**src/rtl/ps2_key_decoder.sv**
```systemverilog
// ps2_key_decoder: turns the scan-code-set-2 byte stream from ps2_rx into
// per-player game commands for the controller. It tracks the E0/F0 prefixes
// and which keys are held, and emits a 1-cycle strobe carrying the direction
// and the bomb flag.
// Optional feature macro: KEYDEC_REPEAT_EN. When it is defined, a held
// direction is re-strobed every REPEAT_TICKS cycles. When it is undefined,
// strobes occur only on make events and REPEAT_TICKS is unused.

module ps2_key_player #(
  parameter int REPEAT_TICKS = 12_500_000,
  parameter int CNT_W        = 24
) (
  input  logic       clk,
  input  logic       rst,
  input  logic       dir_make,
  input  logic       dir_break,
  input  logic [1:0] dir_idx,
  input  logic       bomb_make,
  input  logic       bomb_break,
  output logic [2:0] direction,
  output logic       bomb,
  output logic       out_valid
);

  // Direction codes: 0 none, 1 up, 2 down, 3 left, 4 right.
  // Held-mask bit i corresponds to direction code i+1.
  function automatic logic [2:0] prio_dir(input logic [3:0] mask);
    logic [2:0] d;
    if (mask[0]) begin
      d = 3'd1;
    end else if (mask[1]) begin
      d = 3'd2;
    end else if (mask[2]) begin
      d = 3'd3;
    end else if (mask[3]) begin
      d = 3'd4;
    end else begin
      d = 3'd0;
    end
    return d;
  endfunction

  logic [3:0] held_r, held_n_s;
  logic       bomb_held_r, bomb_held_n_s;
  logic [2:0] dir_r, dir_n_s;
  logic       valid_r, bomb_r;
  logic       key_valid_s, key_bomb_s, reload_s;
  logic       rpt_valid_s;
  logic [2:0] key_dir_s;

  assign key_dir_s = {1'b0, dir_idx} + 3'd1;

  // Key-event handling: held masks, current direction and the key strobe.
  always_comb begin
    held_n_s      = held_r;
    bomb_held_n_s = bomb_held_r;
    dir_n_s       = dir_r;
    key_valid_s   = 1'b0;
    key_bomb_s    = 1'b0;
    reload_s      = 1'b0;
    if (dir_make && !held_r[dir_idx]) begin
      held_n_s[dir_idx] = 1'b1;
      dir_n_s           = key_dir_s;
      key_valid_s       = 1'b1;
      reload_s          = 1'b1;
    end else if (dir_break) begin
      held_n_s[dir_idx] = 1'b0;
      // Only releasing the active key changes the direction; fall back to
      // whatever is still held, in up > down > left > right order.
      if (dir_r == key_dir_s) begin
        dir_n_s = prio_dir(held_n_s);
      end else begin
        dir_n_s = dir_r;
      end
    end else if (bomb_make && !bomb_held_r) begin
      bomb_held_n_s = 1'b1;
      key_valid_s   = 1'b1;
      key_bomb_s    = 1'b1;
    end else if (bomb_break) begin
      bomb_held_n_s = 1'b0;
    end else begin
      // Typematic repeats of held keys and idle cycles leave state alone.
      held_n_s = held_r;
    end
  end

`ifdef KEYDEC_REPEAT_EN
  localparam logic [CNT_W-1:0] RELOAD   = CNT_W'(REPEAT_TICKS - 1);
  localparam logic [CNT_W-1:0] CNT_ONE  = CNT_W'(1);
  localparam logic [CNT_W-1:0] CNT_ZERO = {CNT_W{1'b0}};

  logic [CNT_W-1:0] cnt_r, cnt_n_s;
  logic             expire_s;

  // Repeat countdown: runs only while a direction is active; a key strobe
  // or an expiry reloads it, and losing the direction clears it.
  always_comb begin
    expire_s = (dir_r != 3'd0) && (cnt_r == CNT_ZERO);
    if (dir_n_s == 3'd0) begin
      cnt_n_s = CNT_ZERO;
    end else if (reload_s || expire_s) begin
      cnt_n_s = RELOAD;
    end else begin
      cnt_n_s = cnt_r - CNT_ONE;
    end
    // An expiry is suppressed when the direction is released that cycle.
    if (expire_s && (dir_n_s != 3'd0)) begin
      rpt_valid_s = 1'b1;
    end else begin
      rpt_valid_s = 1'b0;
    end
  end

  // Repeat counter register.
  always_ff @(posedge clk) begin
    if (rst) begin
      cnt_r <= CNT_ZERO;
    end else begin
      cnt_r <= cnt_n_s;
    end
  end
`else
  assign rpt_valid_s = 1'b0;
`endif

  // Player state and registered command outputs; a key event takes priority
  // over a coincident repeat expiry, so at most one strobe is issued.
  always_ff @(posedge clk) begin
    if (rst) begin
      held_r      <= 4'd0;
      bomb_held_r <= 1'b0;
      dir_r       <= 3'd0;
      valid_r     <= 1'b0;
      bomb_r      <= 1'b0;
    end else begin
      held_r      <= held_n_s;
      bomb_held_r <= bomb_held_n_s;
      dir_r       <= dir_n_s;
      valid_r     <= key_valid_s | rpt_valid_s;
      bomb_r      <= key_valid_s & key_bomb_s;
    end
  end

  assign direction = dir_r;
  assign bomb      = bomb_r;
  assign out_valid = valid_r;

endmodule

module ps2_key_decoder #(
  parameter int REPEAT_TICKS = 12_500_000,
  parameter int CNT_W        = 24
) (
  input  logic       clk,
  input  logic       rst,
  input  logic [7:0] rx_data,
  input  logic       rx_done_tick,
  output logic [2:0] direction_1,
  output logic [2:0] direction_2,
  output logic       bomb_1,
  output logic       bomb_2,
  output logic       out_valid_1,
  output logic       out_valid_2
);

  typedef enum logic [1:0] {
    ST_IDLE = 2'd0,
    ST_E0   = 2'd1,
    ST_F0   = 2'd2,
    ST_E0F0 = 2'd3
  } pfx_state_t;

  pfx_state_t state_r, state_n_s;
  logic       make_s, brk_s, ext_s;

  // Prefix state register; a reset drops any partially received prefix.
  always_ff @(posedge clk) begin
    if (rst) begin
      state_r <= ST_IDLE;
    end else begin
      state_r <= state_n_s;
    end
  end

  // Prefix FSM: classifies each byte as make/break with its extended flag.
  always_comb begin
    state_n_s = state_r;
    make_s    = 1'b0;
    brk_s     = 1'b0;
    ext_s     = 1'b0;
    if (rx_done_tick) begin
      case (state_r)
        ST_IDLE: begin
          if (rx_data == 8'hE0) begin
            state_n_s = ST_E0;
          end else if (rx_data == 8'hF0) begin
            state_n_s = ST_F0;
          end else begin
            make_s    = 1'b1;
            state_n_s = ST_IDLE;
          end
        end
        ST_E0: begin
          if (rx_data == 8'hF0) begin
            state_n_s = ST_E0F0;
          end else begin
            make_s    = 1'b1;
            ext_s     = 1'b1;
            state_n_s = ST_IDLE;
          end
        end
        ST_F0: begin
          brk_s     = 1'b1;
          state_n_s = ST_IDLE;
        end
        ST_E0F0: begin
          brk_s     = 1'b1;
          ext_s     = 1'b1;
          state_n_s = ST_IDLE;
        end
        default: begin
          state_n_s = ST_IDLE;
        end
      endcase
    end else begin
      state_n_s = state_r;
    end
  end

  logic       p1_dir_hit_s, p1_bomb_hit_s, p2_dir_hit_s, p2_bomb_hit_s;
  logic [1:0] p1_idx_s, p2_idx_s;

  // Key map; E1 and every code not listed (including E0 5A) map to nothing.
  always_comb begin
    p1_dir_hit_s  = 1'b0;
    p1_bomb_hit_s = 1'b0;
    p2_dir_hit_s  = 1'b0;
    p2_bomb_hit_s = 1'b0;
    p1_idx_s      = 2'd0;
    p2_idx_s      = 2'd0;
    case ({ext_s, rx_data})
      9'h01D: begin p1_dir_hit_s = 1'b1; p1_idx_s = 2'd0; end
      9'h01B: begin p1_dir_hit_s = 1'b1; p1_idx_s = 2'd1; end
      9'h01C: begin p1_dir_hit_s = 1'b1; p1_idx_s = 2'd2; end
      9'h023: begin p1_dir_hit_s = 1'b1; p1_idx_s = 2'd3; end
      9'h029: begin p1_bomb_hit_s = 1'b1; end
      9'h05A: begin p2_bomb_hit_s = 1'b1; end
      9'h175: begin p2_dir_hit_s = 1'b1; p2_idx_s = 2'd0; end
      9'h172: begin p2_dir_hit_s = 1'b1; p2_idx_s = 2'd1; end
      9'h16B: begin p2_dir_hit_s = 1'b1; p2_idx_s = 2'd2; end
      9'h174: begin p2_dir_hit_s = 1'b1; p2_idx_s = 2'd3; end
      default: begin
        p1_dir_hit_s = 1'b0;
      end
    endcase
  end

  ps2_key_player #(
    .REPEAT_TICKS (REPEAT_TICKS),
    .CNT_W        (CNT_W)
  ) u_player_1 (
    .clk        (clk),
    .rst        (rst),
    .dir_make   (make_s & p1_dir_hit_s),
    .dir_break  (brk_s & p1_dir_hit_s),
    .dir_idx    (p1_idx_s),
    .bomb_make  (make_s & p1_bomb_hit_s),
    .bomb_break (brk_s & p1_bomb_hit_s),
    .direction  (direction_1),
    .bomb       (bomb_1),
    .out_valid  (out_valid_1)
  );

  ps2_key_player #(
    .REPEAT_TICKS (REPEAT_TICKS),
    .CNT_W        (CNT_W)
  ) u_player_2 (
    .clk        (clk),
    .rst        (rst),
    .dir_make   (make_s & p2_dir_hit_s),
    .dir_break  (brk_s & p2_dir_hit_s),
    .dir_idx    (p2_idx_s),
    .bomb_make  (make_s & p2_bomb_hit_s),
    .bomb_break (brk_s & p2_bomb_hit_s),
    .direction  (direction_2),
    .bomb       (bomb_2),
    .out_valid  (out_valid_2)
  );

endmodule

```
**config.mk**
```make
export PLATFORM = sky130hd
export DESIGN_NAME = ps2_key_decoder
export DESIGN_NICKNAME = d
export VERILOG_FILES = /design/src/rtl/ps2_key_decoder.sv
export SDC_FILE = /design/constraint.sdc
export NUM_CORES = 1
export LEC_CHECK = 0
export BUFFER_PORTS_ARGS = -buffer_cell sky130_fd_sc_hd__clkbuf_2
export CAP_MARGIN = 0
export CELL_PAD_IN_SITES_DETAIL_PLACEMENT = 0
export CELL_PAD_IN_SITES_GLOBAL_PLACEMENT = 2
export CORE_ASPECT_RATIO = 0.6
export CORE_MARGIN = 3
export CORE_UTILIZATION = 37
export CTS_CLUSTER_DIAMETER = 100
export DETAILED_ROUTE_END_ITERATION = 12
export GPL_TIMING_DRIVEN = 1
export PLACE_DENSITY = 0.88
export SLEW_MARGIN = 20
export SYNTH_ARGS = -nofsm -noshare
export SYNTH_HDL_FRONTEND = slang
export SYNTH_SLANG_ARGS = --single-unit
```
**constraint.sdc**
```tcl
create_clock -name clk -period 9.8 [get_ports clk]
set_input_delay 1.96 -clock clk [delete_from_list [all_inputs] [get_ports clk]]
set_output_delay 1.96 -clock clk [all_outputs]
set_load 0.02 [all_outputs]
```
### Yosys cells after proc, flatten, opt, wreduce, memory -nomap -nowiden

Index checks and enable logic that the tools add are counted.

* bits in registers: 22
* bits in latches: 0
* bits in writable memories: 0
* ROM bits: 0
* input bits: 11
* output and inout port bits: 10
* word-level logic and storage cells: 134
* memories kept: 0

* add/sub/neg operators: 2
* multipliers: 0
* div/mod/pow operators: 0
* order comparisons: 4
* equality and inequality tests: 17
* shift operators: 0
* multiplexer cells: 56
* bitwise operators: 20
* reduce and logical (&&, ||, !) cells: 24

Operators by type and width (number)
* $mux 3: 14
* $eq 9x9->1 const B: 4
* $eq 9x5->1 const B: 3
* $mux 1: 26
* $eq 9x6->1 const B: 2
* $pmux 2 s3: 3
* $eq 8x8->1 const B: 2
* $mux 4: 4
* $reduce_bool 2->1: 6
* $and 1x1->1: 10
* $eq 9x7->1 const B: 1
* $and 4x4->4: 2
* $not 4->4: 2
* $or 4x4->4: 2
* $reduce_or 4->1: 2
* $add 2x1->3 const B: 2
* $eq 3x3->1: 2
* $logic_and 1x1->1: 6
* $lt 2x3->1 const B: 2
* $mux 2: 3
* $reduce_and 3->1: 2
* $bmux 1 s2: 2
* $demux 1 s2: 2
* $eq 2x2->1 const B: 2
* other kinds (8): 17

### Longest topological paths before layout

* word-level depth: 19
* depth in mapped cells: 12
* depth with buffers taken out: 11

### Hierarchy

Synthesis repeated with hierarchy kept, for this count alone.

* cells, all modules: 181
* area, all modules: 1545.2 um^2

By module, submodules not included
* ps2_key_player at u_player_1: times used 1, cells each 63, area an instance 574.3 um^2, seq. area each 200.2 um^2
* ps2_key_player at u_player_2: times used 1, cells each 62, area an instance 561.8 um^2, seq. area each 200.2 um^2
* ps2_key_decoder: times used 1, cells each 56, area an instance 409.1 um^2, seq. area each 40.0 um^2

### Least setup slack after synthesis

No wires, ideal clock.

* kind: input to register
* start: input port rx_data[0]
* end: register u_player_1.dir_r[2], in the netlist u_player_1.direction[2]
* library setup time: 79 ps
* arrival time: 4439 ps
* data required time: 9721 ps
* slack: 5283 ps
* stages on the path: 11
* path buffers: 1
* path through: bufbuf_8 > and4bb_4 > a31oi_2 > or3_1 > nor2b_1 > ha_1 > xor2_1 > nand2_1 > or3_1 > or4bb_1 > o221ai_2

* longest elaborated chain between the ends: 19
* elaborated cells between the ends (all ways): 40
* those cells by class: 1 x add/sub; 2 x order compare; 7 x eq/ne; 19 x mux; 4 x bitwise; 7 x reduce/logical

Ends and longest elaborated chain
* from (decl): RTL line 156 `input logic [7:0] rx_data,`
* $eq 8x8->1: RTL line 196, 204
* $mux 1: RTL line 196, 204
* $pmux 1 s2: RTL line 192 `case (state_r)`
* $mux 1: RTL line 191 `if (rx_done_tick) begin`
* $eq 9x6->1 or $eq 9x5->1 (tied branches): RTL line 241 `case ({ext_s, rx_data})`
* $pmux 2 s3: RTL line 241
* $lt 2x3->1 (implied by the code) or $ge 2x1->1 (tied branches): RTL line 67 `held_n_s[dir_idx] = 1'b0;`
* $logic_and 1x1->1 (implied by the code): RTL line 67
* [3 not listed]
* $and 4x4->4 (no source line)
* $mux 3: RTL line 35 `end else if (mask[3]) begin`
* $mux 3: RTL line 33 `end else if (mask[2]) begin`
* $mux 3: RTL line 31 `end else if (mask[1]) begin`
* $mux 3: RTL line 29 `if (mask[0]) begin`
* $mux 3: RTL line 70 `if (dir_r == key_dir_s) begin`
* $mux 3: RTL line 66 `end else if (dir_break) begin`
* $mux 3: RTL line 61 `if (dir_make && !held_r[dir_idx]) begin`
* to (signal assigned): RTL line 138 `dir_r <= dir_n_s;`
* to (decl): RTL line 45 `logic [2:0] dir_r, dir_n_s;`

Several ways; a longest one is shown, not always the timed one. The select of a mux whose other input is x is not followed.
A chain may end at the register's enable or synchronous reset.

### Worst setup path after layout

* start: input port rx_data[7]
* end: register u_player_1.dir_r[2], in the netlist u_player_1.direction[2]

Same word-level chain as after synthesis.

==> flow_summary.ini <==
[clock_tree]
cts_buffers = 3
cts_tree = done
htreeDepth = 1
cts_setup_buffers = 0
cts_resized = 0
cts_hold_buffers = 0
clk_latency_ns = 0.27
cts_num_sinks = 22
cts-root-buf = clkbuf_8
path_clk_slew_ns = 0.08
cts_buffer_depth = 2

[setup_path]
cpMostUsedCell = or3_1
required_ns = 9.99
cp_max_fo = 7
crit_slowest_cell = nor4b_1
end_kind = flip-flop
arrival_ns = 4.68
cp_cell_sequence = clkbuf_2, nor4b_1, nand3_1, or3_1, nor2b_1, ha_1, xor2_1, nand2_1, or3_1, or4bb_1, o221ai_2
worst-setup-path-type = in -> reg
worst_setup_path_start_kind = input port
max_stage_delay_ns = 0.55

[routing]
viasPerCell = 5.62
ant_nets = 0
dr.first_iter.drc_count = 123
drt_pass1_iterations = 4
wl_per_cell_um = 15.2
vias = 1513
drc = 0
drt-total-wl_um = 4090

[cells_and_area]
final_common_cell = dfxtp_1
area_growth_pct = 12.6
fin_area_um2 = 1840
antennaDiodeCount = 0
fin_nets = 229
layout_common_cells = dfxtp_1, clkbuf_2, nand2_1
drive_gt1_share_pct = 20.1

[timing]
maxSlewViolCount = 0
final_hold_viol_count = 0
rsz0062_at_grt = no
relSlewSlack_pct = 39.7
skew_ns = 0.00739
period_needed_ns = 4.49
fmax_mhz = 223
setup_viol = 0
worstMarginPinSlew_ns = 0.897
period_share_pct = 45.8
tns_ns = 0

[synth]
ys_seq_area_share_pct = 27.0
synth-edff-count = 0
synth.area.top_cells = dfxtp_1, ha_1, a21oi_1
syn_nets = 208
yosysWarnings = 0
synth_top_area_share_pct = 27.0
ys_seq_elements = 22
syn_avg_cell_area_um2 = 8.64
synth_area_um2 = 1630
syn_inst = 189
synth_cell_types = 64
synth_flop_cell = dfxtp_1
yosys.area.top_type = dfxtp_1
async_flop_share_pct = 0

[global_route]
first_global_vias = 1320
antenna_found_initial = 0
grt_pass1_wl_um = 6800
grt_use_total_pct = 15.9
grt_max_degree = 25
grt_overflow_total = 0

[run_status]
status = finished clean

[floorplan]
fp-row-count = 18
io_pins = 21
core_area_um2 = 4170
initial_core_util_pct = 39.2
die_w_um = 91.8
fp.dieArea_um2 = 5270
die_h_um = 57.5

[pwr]
power.share.sequential_pct = 46.4
power.switching_w = 0.0000427
ir_drop_mv = 0.0451
internal_power_w = 0.000150
switching_share_pct = 22.2
comb_power_share_pct = 8.0
p_per_area_nw_per_um2 = 105
finalPower_w = 0.000193
leakage_nw = 0.683
clockPowerShare_pct = 45.6

[place]
portBuffers = 20
gp_congestion = 0.880
place_hpwl_um = 3180
placed_cell_area_um2 = 1770

[min_path]
hp-class = reg -> reg

[run]
drv_cap = 0
routing by layer:
layer  global-route usage (%)  part of all wire (%)  vias up
met5                        0                     0        -
met4                     4.23                  0.88        0
met3                     2.77                   5.9        4
met2                     20.1                    39       51
met1                     26.5                    55      718
li1                         -                     -      740
power by group through the flow:
stage	Combinational (W)	Clock (W)	Sequential, W
after floorplan	0.00000972	0	0.0000917
after global placement	0.0000147	0	0.0000917
after detailed placement	0.0000152	0	0.0000917
after CTS	0.0000152	0.0000888	0.0000896
after global routing	0.0000168	0.0000915	0.0000896
final	0.0000153	0.0000879	0.0000896
path summary, 6_finish.rpt:
kind	endpoint	depth (start not counted)	startpoint	slack [ns]
worst min register to register	u_player_1.bomb_held_r$_SDFFE_PP0P_	2	u_player_1.bomb_held_r$_SDFFE_PP0P_	0.48
worst max register to register	u_player_1.direction[2]$_SDFFE_PP0P_	11	state_r[0]$_SDFFE_PP0P_	7.05
worst min-delay path	u_player_1.bomb_held_r$_SDFFE_PP0P_	2	u_player_1.bomb_held_r$_SDFFE_PP0P_	0.48
worst max-delay path	u_player_1.direction[2]$_SDFFE_PP0P_	11	rx_data[7]	5.31
per-stage QoR:
| step | instances | hold slack, ns | utilization [%] | worst slack, ns |
|---|---|---|---|---|
| after CTS | 269 | 0.487 | 44.1 | 5.34 |
| after floorplan | 189 | 0.445 | - | 5.28 |
| after global routing | 269 | 0.500 | 44.1 | 5.07 |
| final | 269 | 0.480 | 44.1 | 5.31 |
| after global placement | 265 | 0.456 | 42.4 | 5.18 |
| after detailed placement | 265 | 0.471 | 42.4 | 5.06 |
cells by family after synthesis:
group	share of synthesized area, %
buffers and inverters	5.90
XOR/XNOR	3.22
flip-flops	27.0
AND/OR/NAND/NOR	31.4
AO/OA/AOI/OAI	25.4
multiplexers	0.919
adder cells (fa/ha/maj)	6.13
cell usage after synthesis (3+ instances only):
| cell | count |
|---|---|
| nor3_1 | 5 |
| a31oi_1 | 5 |
| o21ai_0 | 9 |
| nand2_1 | 16 |
| ha_1 | 8 |
| nand3_1 | 4 |
| nor2b_1 | 4 |
| xnor2_1 | 4 |
| nor2_1 | 11 |
| nand2b_1 | 6 |
| a22oi_1 | 4 |
| nand4_1 | 3 |
| a21oi_1 | 13 |
| and3_1 | 3 |
| inv_1 | 14 |
| dfxtp_1 | 22 |
| or3_1 | 4 |
critical path: cells and delay by family:
| family | cells | cell delay (ns) |
|---|---|---|
| xor+xnor | 1 | 0.15 |
| simple gates | 7 | 2.04 |
| compound gates | 1 | 0.07 |
| fa+ha+maj | 1 | 0.33 |
| buf+inv | 1 | 0.13 |
area by class of cell:
type / count / area (um^2)
clock buffer: 3 / 41.3
multi-input combinational: 148 / 1100
clock inverter: 1 / 30.0
tap: 60 / 75.1
inverter: 15 / 56.3
fill: 436 / 2330
sequential: 22 / 440
timing repair buffer: 20 / 100
Power figures use the tool's default switching activity.
